File: src/rtl/wb_arbiter2_if.sv
// Wishbone bundle for the two-master arbiter; signal names are seen from the arbiter.
// The arbiter uses the slave modport, and the environment (masters and slave) uses the master modport.
interface wb_arbiter2_if;
    logic [31:0] m0_data_i;
    logic [31:0] m0_addr_i;
    logic        m0_cyc_i;
    logic        m0_strobe_i;
    logic        m0_we_i;
    logic [31:0] m0_data_o;
    logic        m0_ack_o;

    logic [31:0] m1_data_i;
    logic [31:0] m1_addr_i;
    logic        m1_cyc_i;
    logic        m1_strobe_i;
    logic        m1_we_i;
    logic [31:0] m1_data_o;
    logic        m1_ack_o;

    logic [31:0] s_data_o;
    logic [31:0] s_addr_o;
    logic        s_cyc_o;
    logic        s_strobe_o;
    logic        s_we_o;
    logic [31:0] s_data_i;
    logic        s_ack_i;

    modport slave (
        input  m0_data_i, m0_addr_i, m0_cyc_i, m0_strobe_i, m0_we_i,
        input  m1_data_i, m1_addr_i, m1_cyc_i, m1_strobe_i, m1_we_i,
        input  s_data_i, s_ack_i,
        output m0_data_o, m0_ack_o, m1_data_o, m1_ack_o,
        output s_data_o, s_addr_o, s_cyc_o, s_strobe_o, s_we_o
    );

    modport master (
        output m0_data_i, m0_addr_i, m0_cyc_i, m0_strobe_i, m0_we_i,
        output m1_data_i, m1_addr_i, m1_cyc_i, m1_strobe_i, m1_we_i,
        output s_data_i, s_ack_i,
        input  m0_data_o, m0_ack_o, m1_data_o, m1_ack_o,
        input  s_data_o, s_addr_o, s_cyc_o, s_strobe_o, s_we_o
    );
endinterface

File: src/rtl/wb_arbiter2.sv
// Two-master round-robin Wishbone arbiter in front of one slave. Defining WB_ARB_TIMEOUT_EN adds
// a stall watchdog driven by TIMEOUT_CYCLES and ERR_DATA, and a sticky timeout_o output.
module wb_arbiter2 #(
  parameter logic [7:0]  TIMEOUT_CYCLES = 8'd255,
  parameter logic [31:0] ERR_DATA       = 32'hDEAD_BEEF
) (
  input  logic              clock,
  input  logic              reset_n,
  wb_arbiter2_if.slave      bus,
  output logic [1:0]        grant_o
`ifdef WB_ARB_TIMEOUT_EN
  ,
  output logic              timeout_o
`endif
);

  // Encoded so the state register doubles as the one-hot grant.
  typedef enum logic [1:0] {
    IDLE = 2'b00,
    OWN0 = 2'b01,
    OWN1 = 2'b10
  } state_t;

  state_t      state_q;
  logic        last_q;
  logic        tmo;

  logic        owner_cyc;
  logic        owner_stb;
  logic        owner_we;
  logic [31:0] owner_addr;
  logic [31:0] owner_wdata;

  always_ff @(posedge clock or negedge reset_n) begin
    if (!reset_n) begin
      state_q <= IDLE;
      last_q  <= 1'b1;
    end else begin
      case (state_q)
        IDLE: begin
          if (bus.m0_cyc_i && (!bus.m1_cyc_i || last_q)) begin
            state_q <= OWN0;
            last_q  <= 1'b0;
          end else if (bus.m1_cyc_i) begin
            state_q <= OWN1;
            last_q  <= 1'b1;
          end
        end
        OWN0:    if (!bus.m0_cyc_i || tmo) state_q <= IDLE;
        OWN1:    if (!bus.m1_cyc_i || tmo) state_q <= IDLE;
        default: state_q <= IDLE;
      endcase
    end
  end

  assign grant_o = state_q;

  always_comb begin
    owner_cyc   = 1'b0;
    owner_stb   = 1'b0;
    owner_we    = 1'b0;
    owner_addr  = '0;
    owner_wdata = '0;
    case (state_q)
      OWN0: begin
        owner_cyc   = bus.m0_cyc_i;
        owner_stb   = bus.m0_strobe_i;
        owner_we    = bus.m0_we_i;
        owner_addr  = bus.m0_addr_i;
        owner_wdata = bus.m0_data_i;
      end
      OWN1: begin
        owner_cyc   = bus.m1_cyc_i;
        owner_stb   = bus.m1_strobe_i;
        owner_we    = bus.m1_we_i;
        owner_addr  = bus.m1_addr_i;
        owner_wdata = bus.m1_data_i;
      end
      default: ;
    endcase
  end

  // Handshake: a beat is offered while cyc & strobe are high and completes in the cycle ack is
  // high; the owner keeps cyc up for the whole bus cycle, and dropping it releases the grant.
  assign bus.s_cyc_o    = owner_cyc & ~tmo;
  assign bus.s_strobe_o = owner_cyc & owner_stb & ~tmo;
  assign bus.s_we_o     = owner_we;
  assign bus.s_addr_o   = owner_addr;
  assign bus.s_data_o   = owner_wdata;

  assign bus.m0_ack_o = (state_q == OWN0) & (bus.s_ack_i | tmo);
  assign bus.m1_ack_o = (state_q == OWN1) & (bus.s_ack_i | tmo);

`ifdef WB_ARB_TIMEOUT_EN
  logic [7:0] cnt_q;
  logic       timeout_q;

  assign tmo = (state_q != IDLE) && owner_cyc && (cnt_q == TIMEOUT_CYCLES);

  always_ff @(posedge clock or negedge reset_n) begin
    if (!reset_n) begin
      cnt_q     <= '0;
      timeout_q <= 1'b0;
    end else begin
      if (tmo) timeout_q <= 1'b1;
      if (state_q == IDLE || !owner_cyc || bus.s_ack_i || tmo) cnt_q <= '0;
      else if (owner_stb) cnt_q <= cnt_q + 8'd1;
    end
  end

  assign timeout_o     = timeout_q;
  assign bus.m0_data_o = (tmo && state_q == OWN0) ? ERR_DATA : bus.s_data_i;
  assign bus.m1_data_o = (tmo && state_q == OWN1) ? ERR_DATA : bus.s_data_i;
`else
  assign tmo           = 1'b0;
  assign bus.m0_data_o = bus.s_data_i;
  assign bus.m1_data_o = bus.s_data_i;
`endif

endmodule

File: src/flat_wrapper.sv
// flat-port wrapper written by rule: the top's interface ports become plain ports
module wb_arbiter2_flat 
#(
  parameter logic [7:0]  TIMEOUT_CYCLES = 8'd255,
  parameter logic [31:0] ERR_DATA       = 32'hDEAD_BEEF
)
  (clock, reset_n, grant_o, bus_m0_data_i, bus_m0_addr_i, bus_m0_cyc_i, bus_m0_strobe_i, bus_m0_we_i, bus_m1_data_i, bus_m1_addr_i, bus_m1_cyc_i, bus_m1_strobe_i, bus_m1_we_i, bus_s_data_i, bus_s_ack_i, bus_m0_data_o, bus_m0_ack_o, bus_m1_data_o, bus_m1_ack_o, bus_s_data_o, bus_s_addr_o, bus_s_cyc_o, bus_s_strobe_o, bus_s_we_o);
  wb_arbiter2_if bus_i ();
  input  logic clock;
  input  logic reset_n;
  output logic [1:0] grant_o;
  input wire logic [$bits(bus_i.m0_data_i)-1:0] bus_m0_data_i;
  input wire logic [$bits(bus_i.m0_addr_i)-1:0] bus_m0_addr_i;
  input wire logic [$bits(bus_i.m0_cyc_i)-1:0] bus_m0_cyc_i;
  input wire logic [$bits(bus_i.m0_strobe_i)-1:0] bus_m0_strobe_i;
  input wire logic [$bits(bus_i.m0_we_i)-1:0] bus_m0_we_i;
  input wire logic [$bits(bus_i.m1_data_i)-1:0] bus_m1_data_i;
  input wire logic [$bits(bus_i.m1_addr_i)-1:0] bus_m1_addr_i;
  input wire logic [$bits(bus_i.m1_cyc_i)-1:0] bus_m1_cyc_i;
  input wire logic [$bits(bus_i.m1_strobe_i)-1:0] bus_m1_strobe_i;
  input wire logic [$bits(bus_i.m1_we_i)-1:0] bus_m1_we_i;
  input wire logic [$bits(bus_i.s_data_i)-1:0] bus_s_data_i;
  input wire logic [$bits(bus_i.s_ack_i)-1:0] bus_s_ack_i;
  output wire logic [$bits(bus_i.m0_data_o)-1:0] bus_m0_data_o;
  output wire logic [$bits(bus_i.m0_ack_o)-1:0] bus_m0_ack_o;
  output wire logic [$bits(bus_i.m1_data_o)-1:0] bus_m1_data_o;
  output wire logic [$bits(bus_i.m1_ack_o)-1:0] bus_m1_ack_o;
  output wire logic [$bits(bus_i.s_data_o)-1:0] bus_s_data_o;
  output wire logic [$bits(bus_i.s_addr_o)-1:0] bus_s_addr_o;
  output wire logic [$bits(bus_i.s_cyc_o)-1:0] bus_s_cyc_o;
  output wire logic [$bits(bus_i.s_strobe_o)-1:0] bus_s_strobe_o;
  output wire logic [$bits(bus_i.s_we_o)-1:0] bus_s_we_o;
  assign bus_i.m0_data_i = bus_m0_data_i;
  assign bus_i.m0_addr_i = bus_m0_addr_i;
  assign bus_i.m0_cyc_i = bus_m0_cyc_i;
  assign bus_i.m0_strobe_i = bus_m0_strobe_i;
  assign bus_i.m0_we_i = bus_m0_we_i;
  assign bus_i.m1_data_i = bus_m1_data_i;
  assign bus_i.m1_addr_i = bus_m1_addr_i;
  assign bus_i.m1_cyc_i = bus_m1_cyc_i;
  assign bus_i.m1_strobe_i = bus_m1_strobe_i;
  assign bus_i.m1_we_i = bus_m1_we_i;
  assign bus_i.s_data_i = bus_s_data_i;
  assign bus_i.s_ack_i = bus_s_ack_i;
  assign bus_m0_data_o = bus_i.m0_data_o;
  assign bus_m0_ack_o = bus_i.m0_ack_o;
  assign bus_m1_data_o = bus_i.m1_data_o;
  assign bus_m1_ack_o = bus_i.m1_ack_o;
  assign bus_s_data_o = bus_i.s_data_o;
  assign bus_s_addr_o = bus_i.s_addr_o;
  assign bus_s_cyc_o = bus_i.s_cyc_o;
  assign bus_s_strobe_o = bus_i.s_strobe_o;
  assign bus_s_we_o = bus_i.s_we_o;
  wb_arbiter2 #(.TIMEOUT_CYCLES(TIMEOUT_CYCLES), .ERR_DATA(ERR_DATA)) u_core (.clock(clock), .reset_n(reset_n), .bus(bus_i), .grant_o(grant_o));
endmodule
File: config.mk
export PLATFORM = sky130hd
export DESIGN_NAME = wb_arbiter2_flat
export DESIGN_NICKNAME = d
export VERILOG_FILES = /design/src/rtl/wb_arbiter2_if.sv /design/src/rtl/wb_arbiter2.sv /design/src/flat_wrapper.sv
export SDC_FILE = /design/constraint.sdc
export NUM_CORES = 1
export LEC_CHECK = 0
export ABC_AREA = 0
export CORE_AREA = 2 2 117 119
export CTS_BUF_LIST = sky130_fd_sc_hd__clkbuf_4
export CTS_CLUSTER_SIZE = 30
export DETAILED_ROUTE_END_ITERATION = 8
export DIE_AREA = 0 0 119 121
export DONT_BUFFER_PORTS = 1
export RECOVER_POWER = 50
export SLEW_MARGIN = 20
export SYNTH_ARGS = -nofsm -noshare
export SYNTH_HDL_FRONTEND = slang
export SYNTH_SLANG_ARGS = --single-unit
File: constraint.sdc
create_clock -name clock -period 1.3 [get_ports clock]
set_input_delay 0.13 -clock clock [delete_from_list [all_inputs] [get_ports clock]]
set_output_delay 0.13 -clock clock [all_outputs]
set_load 0.02 [all_outputs]
==> results.rst, run 1 <==
.. list-table::
   :header-rows: 1

   * - Metric
     - Value
   * - Final setup vio count
     - 71
   * - Sequential area share after synthesis
     - 4.281%
   * - Most area-hungry cell type in the Yosys netlist
     - sky130_fd_sc_hd__buf_4
   * - Number of CTS-inserted buffers
     - 3
   * - Syn Inst Count
     - 243
   * - Final std cell area, no fill
     - 2865 sq um
   * - Pwr Density
     - 2738 nW/um^2
   * - I/O pin total
     - 304
   * - Maximum clock skew at final layout
     - 0.002413 ns
   * - Wire length of the first global-routing pass
     - 10.64 mm
   * - Number of iterations in the first detailed-routing pass
     - 4
   * - Post-synth design cell area
     - 1783 sq um
   * - Maximum fanout along the worst path
     - 7
   * - Clk Tree Root Cell
     - sky130_fd_sc_hd__clkbuf_4
   * - Worst-Margin Slew
     - ~0.31 ns
   * - Total placed cells including tap cells
     - 346
   * - Cells along the critical path
     - inv_4 > ha_4 > buf_12 > a22o_4 > and2_4 > nor2b_4
   * - Starting DRT DRC Count
     - 47
   * - Number of placement rows
     - 42
   * - Master of the slowest instance on the critical path
     - sky130_fd_sc_hd__dfrtp_2
   * - Worst path required time
     - approximately 1.2 ns
   * - Max-slew violation total from the final report
     - 0
   * - Post-CTS clock slew at the launch and capture registers of the worst setup and hold paths
     - ~0.04 ns
   * - Global-route usage over all layers
     - 9.689%
   * - Final worst path period share
     - 130.8%
   * - Critical path capture point type
     - output pin
   * - Effective utilization at floorplan
     - 13.63%
   * - Antenna-violating nets left
     - 0
   * - Post-route insts no fill
     - about 380
   * - Avg Vias per Cell
     - 4.394
   * - Total global routing overflow
     - 0
   * - Post-layout util
     - 21.90%
   * - Nets@finish
     - approximately 370
   * - Time the worst path needs with I/O delays and setup
     - approximately 1.7 ns
   * - Placeable core region
     - approximately 13000 sq um
   * - Origin of the critical flop-to-flop path
     - u_core.grant_o[1]
   * - Ant diodes
     - 0
   * - Number of hold violations in the final report
     - 0
   * - Area added between synthesis and finish
     - 60.70%
   * - CP startpoint kind
     - flop
   * - Startpoint-to-endpoint class of the critical path
     - flop to output pin
   * - Setup WS post-layout
     - -0.4010 ns
   * - Distinct cell type count of the synthesized netlist
     - 23
   * - Total Die Area
     - 14400 sq um
   * - TritonCTS clock tree
     - done
   * - CP top delay family
     - flip-flops
   * - Number of clock sinks
     - 3
   * - Tightest slew margin relative to the limit
     - 79.31%
   * - Placement Setup Slack
     - -0.1844 ns
   * - Max capacitance violation total
     - 0
   * - Average wire length per cell after detail routing
     - 22.97 microns
   * - Cell types with the largest area share after synthesis
     - sky130_fd_sc_hd__buf_4 (28%), sky130_fd_sc_hd__a22oi_1 (27%), sky130_fd_sc_hd__nor2b_1 (23%), sky130_fd_sc_hd__buf_6 (3.2%), sky130_fd_sc_hd__buf_2 (3.1%)
   * - Wirelength, routed
     - 8.637 mm
   * - Post-synth top area share
     - approximately 28%
   * - Setup repair after global routing missed its margin
     - yes
   * - DP Area
     - roughly 2300 sq um
   * - Most frequent cells in the layout
     - sky130_fd_sc_hd__nor2b_4 (66), sky130_fd_sc_hd__a22oi_2 (65), sky130_fd_sc_hd__buf_12 (11), sky130_fd_sc_hd__buf_4 (11), sky130_fd_sc_hd__buf_6 (7)
   * - Total number of vias
     - approximately 1700
   * - Die extent in x
     - about 120 microns
   * - Path category of the worst min-delay check
     - input port to flop
   * - Buffering stage count on the worst path with inverters included
     - 2
   * - Die Span Y
     - 121 microns
   * - Detailed placement HPWL
     - 5.960 mm
   * - Average cell area after synthesis
     - 7.337 sq um
   * - Vias in the first global route
     - 1715
   * - Placer congestion estimate
     - 0.7039
   * - Bufs on Longest Clock Path
     - 2
   * - Pin count of the biggest net entering global routing
     - 41
   * - Flip-flop and latch count after synthesis
     - 3
   * - Synthesized net count
     - 415
   * - Largest incremental delay on the critical path
     - 0.43 ns
   * - Most common cell after layout, fill and taps aside
     - sky130_fd_sc_hd__nor2b_4
   * - Number of H-tree levels
     - 1
   * - Sum of internal, switching and leakage power
     - 7.845 mW
   * - Min-Delay Startpoint
     - bus_m1_cyc_i
   * - Top achievable clock speed
     - 587.9 MHz
   * - Violated checks
     - negative setup slack
   * - Number of buffers inserted by port buffering
     - 0
   * - Static leakage power
     - 0.8912 nW
   * - Clock latency reported for the late side of the worst-skew pair
     - 0.24 ns
   * - Status
     - finished, violations left
   * - Number of antenna violations at the first check in global routing
     - 0
   * - Critical path origin
     - u_core.grant_o[0]
   * - Fraction of final layout cells with drive strength greater than 1
     - 94.00%
   * - # DRC
     - 0
   * - Maximum vdd drop
     - 1180 uV
   * - Synth Warn #
     - 0
   * - Signal arrival time at the worst endpoint
     - 1.57 ns
## area by class of cell
cell class	instances	area, sq um
multi-input combinational	149	1927
clock buffer	4	30.03
sequential	3	78.83
timing repair buffer	40	589.3
inverter	4	20.02
fill	1377	10220
tap	176	220.2
## Yosys cell counts
| cell type | count |
|---|---|
| sky130_fd_sc_hd__buf_4 | 67 |
| sky130_fd_sc_hd__a22oi_1 | 65 |
| sky130_fd_sc_hd__nor2b_1 | 65 |
| sky130_fd_sc_hd__buf_2 | 11 |
| sky130_fd_sc_hd__buf_6 | 5 |
| sky130_fd_sc_hd__inv_1 | 4 |
| sky130_fd_sc_hd__a21oi_1 | 3 |
| sky130_fd_sc_hd__clkbuf_1 | 3 |
| sky130_fd_sc_hd__ha_1 | 3 |
| sky130_fd_sc_hd__and2_1 | 2 |
| sky130_fd_sc_hd__dfrtp_1 | 2 |
| sky130_fd_sc_hd__o21ai_1 | 2 |
| sky130_fd_sc_hd__a22o_2 | 1 |
| sky130_fd_sc_hd__a22oi_2 | 1 |
| sky130_fd_sc_hd__a22oi_4 | 1 |
| sky130_fd_sc_hd__a31oi_1 | 1 |
| sky130_fd_sc_hd__and2_4 | 1 |
| sky130_fd_sc_hd__clkbuf_2 | 1 |
| sky130_fd_sc_hd__dfstp_2 | 1 |
| sky130_fd_sc_hd__nand2_1 | 1 |
| sky130_fd_sc_hd__nand4_1 | 1 |
| sky130_fd_sc_hd__nor2b_4 | 1 |
| sky130_fd_sc_hd__o2111ai_1 | 1 |
## flip-flops by register name (all words and copies together), names as in the netlist
signal,cells
u_core.grant_o,2
u_core.last_q,1
## per-stage QoR
stage                     setup TNS (ns)  hold slack [ns]
after floorplan                   -9.419          -0.1656
after global placement            -6.021          -0.1654
after detailed placement          -8.561          -0.1654
after CTS                         -26.19          0.04724
after global routing              -27.88          0.07169
final                             -23.67          0.05358
## routing by layer
metal | share of wire [%] | GRT usage (%) | vias to the layer above
met2 | 55 | 19.36 | 150
met4 | 3.2 | 3.646 | 0
met5 | 0 | 0 | -
li1 | - | - | 707
met1 | 31 | 8.879 | 775
met3 | 11 | 3.430 | 20
## where the power goes
part           switching (mW)  total (mW)  internal (mW)
clock network          0.0533       0.189          0.136
registers              0.0574       0.210          0.152
logic                    3.59        7.45           3.86
## worst paths after layout
path                            cells past startpoint           endpoint  slack, ns
worst min-delay path                                2  u_core.grant_o[1]       0.05
worst max register to register                      9  u_core.grant_o[0]      -0.36
worst min register to register                      2      u_core.last_q       0.53
min in group asynchronous                           1  u_core.grant_o[0]       0.15
worst max-delay path                                6     bus_s_strobe_o      -0.40
max in group asynchronous                           1      u_core.last_q       0.93
## cells by family after synthesis
kind of cell	Yosys count	share of synthesized area, %
compound gates	75	32.07
simple gates	71	25.33
fa+ha+maj	3	2.105
buf+inv	91	36.21
flops	3	4.281
## timing repair
action                     CTS  global route
resized for setup           27            26
cloned                       4             7
pin swaps                    5             1
setup endpoints to repair   71            71
hold buffers                 2             0
setup buffers               12             4
hold endpoints to repair     4             0
Note: power is estimated with default switching activity, not from simulation.
==> inputs of run 2 (changes only) <==
- PLACE_DENSITY_LB_ADDON: default -> 0.2
==> results.rst, run 2 (same netlist as run 1, synthesis figures left out) <==
.. list-table::
   :header-rows: 1

   * - Metric
     - Value
   * - Critical path capture point type
     - output pin
   * - Post-CTS clock slew at the launch and capture registers of the worst setup and hold paths
     - 0.03 ns
   * - Status
     - finished, violations left
   * - Clock latency reported for the late side of the worst-skew pair
     - 0.23 ns
   * - # DRC
     - 0
   * - Max-slew violation total from the final report
     - 0
   * - Maximum fanout along the worst path
     - 21
   * - Avg Vias per Cell
     - between 4 and 5
   * - CP startpoint kind
     - flop
   * - Top achievable clock speed
     - 602.3 MHz
   * - Cells along the critical path
     - inv_4 > ha_4 > buf_12 > a22oi_1 > nor2b_2
   * - Pin count of the biggest net entering global routing
     - 35
   * - Final worst path period share
     - 127.7%
   * - Number of fill cells in the layout
     - 1394
   * - Max capacitance violation total
     - 0
   * - Tightest slew margin relative to the limit
     - 82.19%
   * - Ant diodes
     - 0
   * - R2R cell count
     - 7
   * - Reg2reg setup slack
     - -0.22 ns
   * - TritonCTS clock tree
     - done
   * - Total placed cells including tap cells
     - 350
   * - Placeable core region
     - between 10000 and 15000 sq um
   * - Effective utilization at floorplan
     - around 14%
   * - Violated checks
     - negative setup slack
   * - Min-Delay Startpoint
     - bus_m0_cyc_i
   * - Detailed placement HPWL
     - 5.178 mm
   * - Area added between synthesis and finish
     - 47.09%
   * - Largest incremental delay on the critical path
     - 0.43 ns
   * - Time the worst path needs with I/O delays and setup
     - 1.660 ns
   * - Signal arrival time at the worst endpoint
     - 1.53 ns
   * - Die extent in x
     - 119 microns
   * - Cell depth of the worst setup path
     - 5
   * - Placer congestion estimate
     - 0.5851
   * - Number of antenna violations at the first check in global routing
     - 0
   * - Clk Tree Root Cell
     - sky130_fd_sc_hd__clkbuf_4
   * - Setup WS post-layout
     - -0.3604 ns
   * - Average wire length per cell after detail routing
     - between 15 and 20 microns
   * - Post-route insts no fill
     - 368
   * - Number of hold violations in the final report
     - 0
   * - Wirelength, routed
     - 6.598 mm
   * - CP top delay family
     - flip-flops
   * - Total number of vias
     - around 1500
   * - Total global routing overflow
     - 0
   * - Static leakage power
     - 0.7917 nW
   * - Hold slack
     - ~0.069 ns
   * - Number of CTS-inserted buffers
     - 3
   * - Endpoint of the most critical setup path
     - bus_s_addr_o[7]
   * - Origin of the critical flop-to-flop path
     - u_core.grant_o[0]
   * - Number of buffers inserted by port buffering
     - 0
   * - Bufs on Longest Clock Path
     - 2
   * - Wire length of the first global-routing pass
     - 9.487 mm
   * - Vias in the first global route
     - 1569
   * - Master of the slowest instance on the critical path
     - sky130_fd_sc_hd__dfrtp_2
   * - Most common cell after layout, fill and taps aside
     - sky130_fd_sc_hd__a22oi_2
   * - Path category of the worst min-delay check
     - input port to flop
   * - Number of H-tree levels
     - 1
   * - Number of iterations in the first detailed-routing pass
     - 4
   * - Final setup vio count
     - 71
   * - Flip-flop count of the largest register after layout
     - 2
   * - Fraction of final layout cells with drive strength greater than 1
     - 89.06%
   * - Global-route usage over all layers
     - 8.276%
   * - Startpoint-to-endpoint class of the critical path
     - flop to output pin
   * - Pwr Density
     - 2644 nW/um^2
   * - Endpoint of the worst register-to-register path
     - u_core.grant_o[0]
   * - Number of placement rows
     - 42
   * - Starting DRT DRC Count
     - 44
   * - Most frequent cells in the layout
     - sky130_fd_sc_hd__a22oi_2 (57), sky130_fd_sc_hd__nor2b_4 (55), sky130_fd_sc_hd__buf_4 (12)
   * - Nets@finish
     - 365
   * - Critical path origin
     - u_core.grant_o[0]
   * - Setup repair after global routing missed its margin
     - yes
   * - Antenna-violating nets left
     - 0
   * - Die Span Y
     - 121 microns
   * - I/O pin total
     - 304
   * - Maximum vdd drop
     - roughly 700 uV
   * - Worst path required time
     - 1.17 ns
   * - Worst-Margin Slew
     - ~0.27 ns
   * - Buffering stage count on the worst path with inverters included
     - 2
   * - Total Die Area
     - 14400 sq um
   * - Number of clock sinks
     - 3
   * - Maximum clock skew at final layout
     - 0.001522 ns
-- run 2: changes by cell type in the layout (fill, tap and decap cells not counted), sizes merged --
cell | previous run | this run
buf | 34 | 28
bufbuf | 0 | 1
clkbuf | 8 | 5
-- run 2: metal layers --
| metal | track usage, % | vias up | wire length (microns) |
|---|---|---|---|
| met5 | 0 | - | 0 |
| li1 | - | 690 | - |
| met1 | 9.223 | 701 | 2328 |
| met3 | 2.726 | 31 | 652 |
| met2 | 14.48 | 119 | 3396 |
| met4 | 3.423 | 0 | 220 |
-- run 2: cell type report --
cell class,count,area (sq um),area share [%]
Sequential cell,3,78.83,3.006
Tap cell,176,220.2,8.397
Clock buffer,4,30.03,1.145
Inverter,4,20.02,0.7634
Multi-Input combinational cell,149,1831,69.80
Timing Repair Buffer,32,442.9,16.89
-- run 2: repair_timing --
item,4_1_cts,5_1_grt
hold buffers,2,0
gates cloned,2,1
pin swaps,2,2
setup buffers,8,1
endpoints found under the hold margin,4,0
resized for setup,17,8
endpoints found under the setup margin,71,71
-- run 2: metrics by stage --
| step | setup slack, ns | TNS [ns] | utilization, % | power (mW) | cell area, sq um |
|---|---|---|---|---|---|
| global placement | -0.1538 | -7.301 | 17.57 | 6.132 | 2298 |
| CTS | -0.3922 | -24.31 | 19.50 | 6.886 | 2551 |
| finish | -0.3604 | -22.09 | 20.04 | 6.933 | 2623 |
| global route | -0.4436 | -27.41 | 20.04 | 7.386 | 2623 |
| floorplan | -0.1604 | -9.419 | - | 5.679 | 2552 |
| detailed placement | -0.1862 | -8.482 | 17.57 | 6.164 | 2298 |
-- run 2: worst min path at each step --
stage,cells past startpoint,slack [ns],endpoint
6_report,2,0.07,u_core.grant_o[0]
5_1_grt,2,0.07,u_core.grant_o[0]
4_1_cts,2,0.05,u_core.grant_o[1]
3_5_place_dp,0,-0.17,u_core.grant_o[0]
3_3_place_gp,0,-0.17,u_core.grant_o[0]
2_1_floorplan,0,-0.17,u_core.grant_o[0]
-- run 2: worst register-to-register path, cell delays in order (launching register included) --
cell and delay (ns):
sky130_fd_sc_hd__dfrtp_2 0.43, sky130_fd_sc_hd__ha_4 0.19, sky130_fd_sc_hd__buf_12 0.14, sky130_fd_sc_hd__buf_12 0.15, sky130_fd_sc_hd__buf_4 0.14, sky130_fd_sc_hd__a22oi_4 0.16
sky130_fd_sc_hd__o2111ai_2 0.11, sky130_fd_sc_hd__o21ai_1 0.10
-- run 2: where the power goes --
| part | total [mW] | leakage, nW | switching, mW | internal (mW) |
|---|---|---|---|---|
| combinational | 6.55 | 0.740 | 3.20 | 3.34 |
| clock | 0.180 | 0.0184 | 0.0449 | 0.136 |
| sequential | 0.207 | 0.0336 | 0.0548 | 0.152 |
| total | 6.93 | 0.792 | 3.30 | 3.63 |
==> inputs of run 3 (changes only) <==
- CAP_MARGIN: default -> 20
- TNS_END_PERCENT: default -> 10
==> results.rst, run 3 (same netlist as run 1, synthesis figures left out) <==
.. list-table::
   :header-rows: 1

   * - Metric
     - Value
   * - Status
     - finished, violations left
   * - Violated checks
     - negative setup slack
   * - Static leakage power
     - 0.7797 nW
   * - Critical path capture point type
     - output pin
   * - Tightest slew margin relative to the limit
     - 81.24%
   * - Nets@finish
     - 366
   * - Number of clock sinks
     - 3
   * - Detailed placement HPWL
     - 4.990 mm
   * - # DRC
     - 0
   * - Startpoint-to-endpoint class of the critical path
     - flop to output pin
   * - Post-CTS clock slew at the launch and capture registers of the worst setup and hold paths
     - approximately 0.040 ns
   * - Placeable core region
     - 13090 sq um
   * - Ant diodes
     - 0
   * - Maximum clock skew at final layout
     - 0.003629 ns
   * - Master of the slowest instance on the critical path
     - sky130_fd_sc_hd__dfrtp_2
   * - Largest incremental delay on the critical path
     - 0.43 ns
   * - Pin count of the biggest net entering global routing
     - 37
   * - Number of buffers inserted by port buffering
     - 0
   * - Cells along the critical path
     - ha_4 > buf_6 > clkbuf_16 > a22oi_1 > nor2b_4
   * - Average wire length per cell after detail routing
     - 18.64 microns
   * - Avg Vias per Cell
     - 4.309
   * - Die extent in x
     - 119 microns
   * - Number of antenna violations at the first check in global routing
     - 0
   * - Most frequent cells in the layout
     - sky130_fd_sc_hd__nor2b_4 (52), sky130_fd_sc_hd__a22oi_2 (46), sky130_fd_sc_hd__a22oi_1 (20)
   * - Worst-Margin Slew
     - 0.2814 ns
   * - Fraction of final layout cells with drive strength greater than 1
     - between 80 and 90%
   * - Max-slew violation total from the final report
     - 0
   * - Starting DRT DRC Count
     - 34
   * - Setup WS post-layout
     - -0.3653 ns
   * - Wire length of the first global-routing pass
     - around 9.4 mm
   * - TritonCTS clock tree
     - done
   * - Path category of the worst min-delay check
     - input port to flop
   * - Clk Tree Root Cell
     - sky130_fd_sc_hd__clkbuf_4
   * - Die Span Y
     - 121 microns
   * - DP Area
     - ~2200 sq um
   * - Vias in the first global route
     - 1599
   * - Number of placement rows
     - between 40 and 50
   * - Max capacitance violation total
     - 0
   * - Final std cell area, no fill
     - 2556 sq um
   * - Total number of vias
     - 1590
   * - Signal arrival time at the worst endpoint
     - between 1.5 and 2 ns
   * - Total Die Area
     - 14400 sq um
   * - Number of CTS-inserted buffers
     - 3
   * - Maximum vdd drop
     - 663.6 uV
   * - I/O pin total
     - 304
   * - Final worst path period share
     - 128.1%
   * - Global-route usage over all layers
     - under 10%
   * - Wirelength, routed
     - a little under 7 mm
   * - Top achievable clock speed
     - around 600 MHz
   * - Clock latency reported for the late side of the worst-skew pair
     - approximately 0.24 ns
   * - Area added between synthesis and finish
     - 43.37%
   * - Number of H-tree levels
     - 1
   * - Flip-flop count of the largest register after layout
     - 2
   * - Total global routing overflow
     - 0
   * - Pwr Density
     - ~2700 nW/um^2
   * - Placer congestion estimate
     - 0.6545
   * - Setup_tns
     - -22.99 ns
   * - Effective utilization at floorplan
     - 13.63%
   * - Number of hold violations in the final report
     - 0
   * - Time the worst path needs with I/O delays and setup
     - approximately 1.7 ns
   * - Antenna-violating nets left
     - 0
   * - Post-layout util
     - 19.54%
   * - Final setup vio count
     - 71
   * - Bufs on Longest Clock Path
     - 2
   * - Worst path required time
     - about 1.2 ns
   * - Sum of internal, switching and leakage power
     - 6.823 mW
   * - Setup repair after global routing missed its margin
     - yes
   * - Number of iterations in the first detailed-routing pass
     - 3
   * - Maximum fanout along the worst path
     - 8
   * - CP startpoint kind
     - flop
   * - Most common cell after layout, fill and taps aside
     - sky130_fd_sc_hd__nor2b_4
-- run 3: cell count changes in the layout (fill, tap and decap cells not counted), sizes merged --
| cell | before | now |
|---|---|---|
| buf | 28 | 29 |
| bufbuf | 1 | 0 |
| clkbuf | 5 | 6 |
-- run 3: worst paths after layout --
kind | depth (start not counted) | endpoint | start | slack (ns)
worst min register to register | 2 | u_core.last_q | u_core.last_q | 0.57
worst max-delay path | 5 | bus_s_addr_o[20] | u_core.grant_o[0] | -0.37
max in group asynchronous | 1 | u_core.last_q | reset_n | 0.93
worst min-delay path | 2 | u_core.grant_o[1] | bus_m1_cyc_i | 0.07
min in group asynchronous | 1 | u_core.grant_o[0] | reset_n | 0.15
worst max register to register | 7 | u_core.grant_o[0] | u_core.grant_o[0] | -0.21
-- run 3: what timing repair did --
item,4_1_cts,5_1_grt
gates resized for setup,27,3
gates cloned,3,2
pin swaps,4,8
hold endpoints to repair,4,0
setup endpoints to repair,71,71
hold buffers,2,0
setup buffers,10,1
-- run 3: cell type report --
type / count / area [sq um]
fill: 1393 / 10530
clock buffer: 4 / 30.03
sequential: 3 / 78.83
multi-input combinational: 149 / 1758
tap: 176 / 220.2
inverter: 4 / 20.02
timing repair buffer: 33 / 449.2
-- run 3: power breakdown --
part           internal [mW]  total [mW]  switching, mW
Combinational           3.23        6.43           3.19
Clock                  0.136       0.190         0.0537
Sequential             0.153       0.208         0.0558
-- run 3: critical path: cells and delay by family, from the launching register on --
family / cells / cell delay (ns)
DFF: 1 / 0.43
and+or+nand+nor: 1 / 0.10
AOI/OAI and AO/OA: 1 / 0.27
adders and majority gates: 1 / 0.20
buffers and inverters: 2 / 0.29
-- run 3: metrics by stage --
step                hold slack [ns]  setup WS, ns  instances
finish                      0.06766       -0.3653        369
global route                0.06159       -0.4500        369
detailed placement          -0.1654       -0.1642        347
global placement            -0.1654       -0.1749        347
CTS                         0.06150       -0.3971        366
floorplan                   -0.1656       -0.1604        243
-- run 3: routing by layer --
| metal | up-vias | share of wire, % | GRT usage [%] |
|---|---|---|---|
| met5 | - | 0 | 0 |
| li1 | 692 | - | - |
| met2 | 111 | 53 | 15.63 |
| met1 | 769 | 35 | 8.314 |
| met4 | 0 | 1.6 | 1.935 |
| met3 | 18 | 11 | 3.900 |
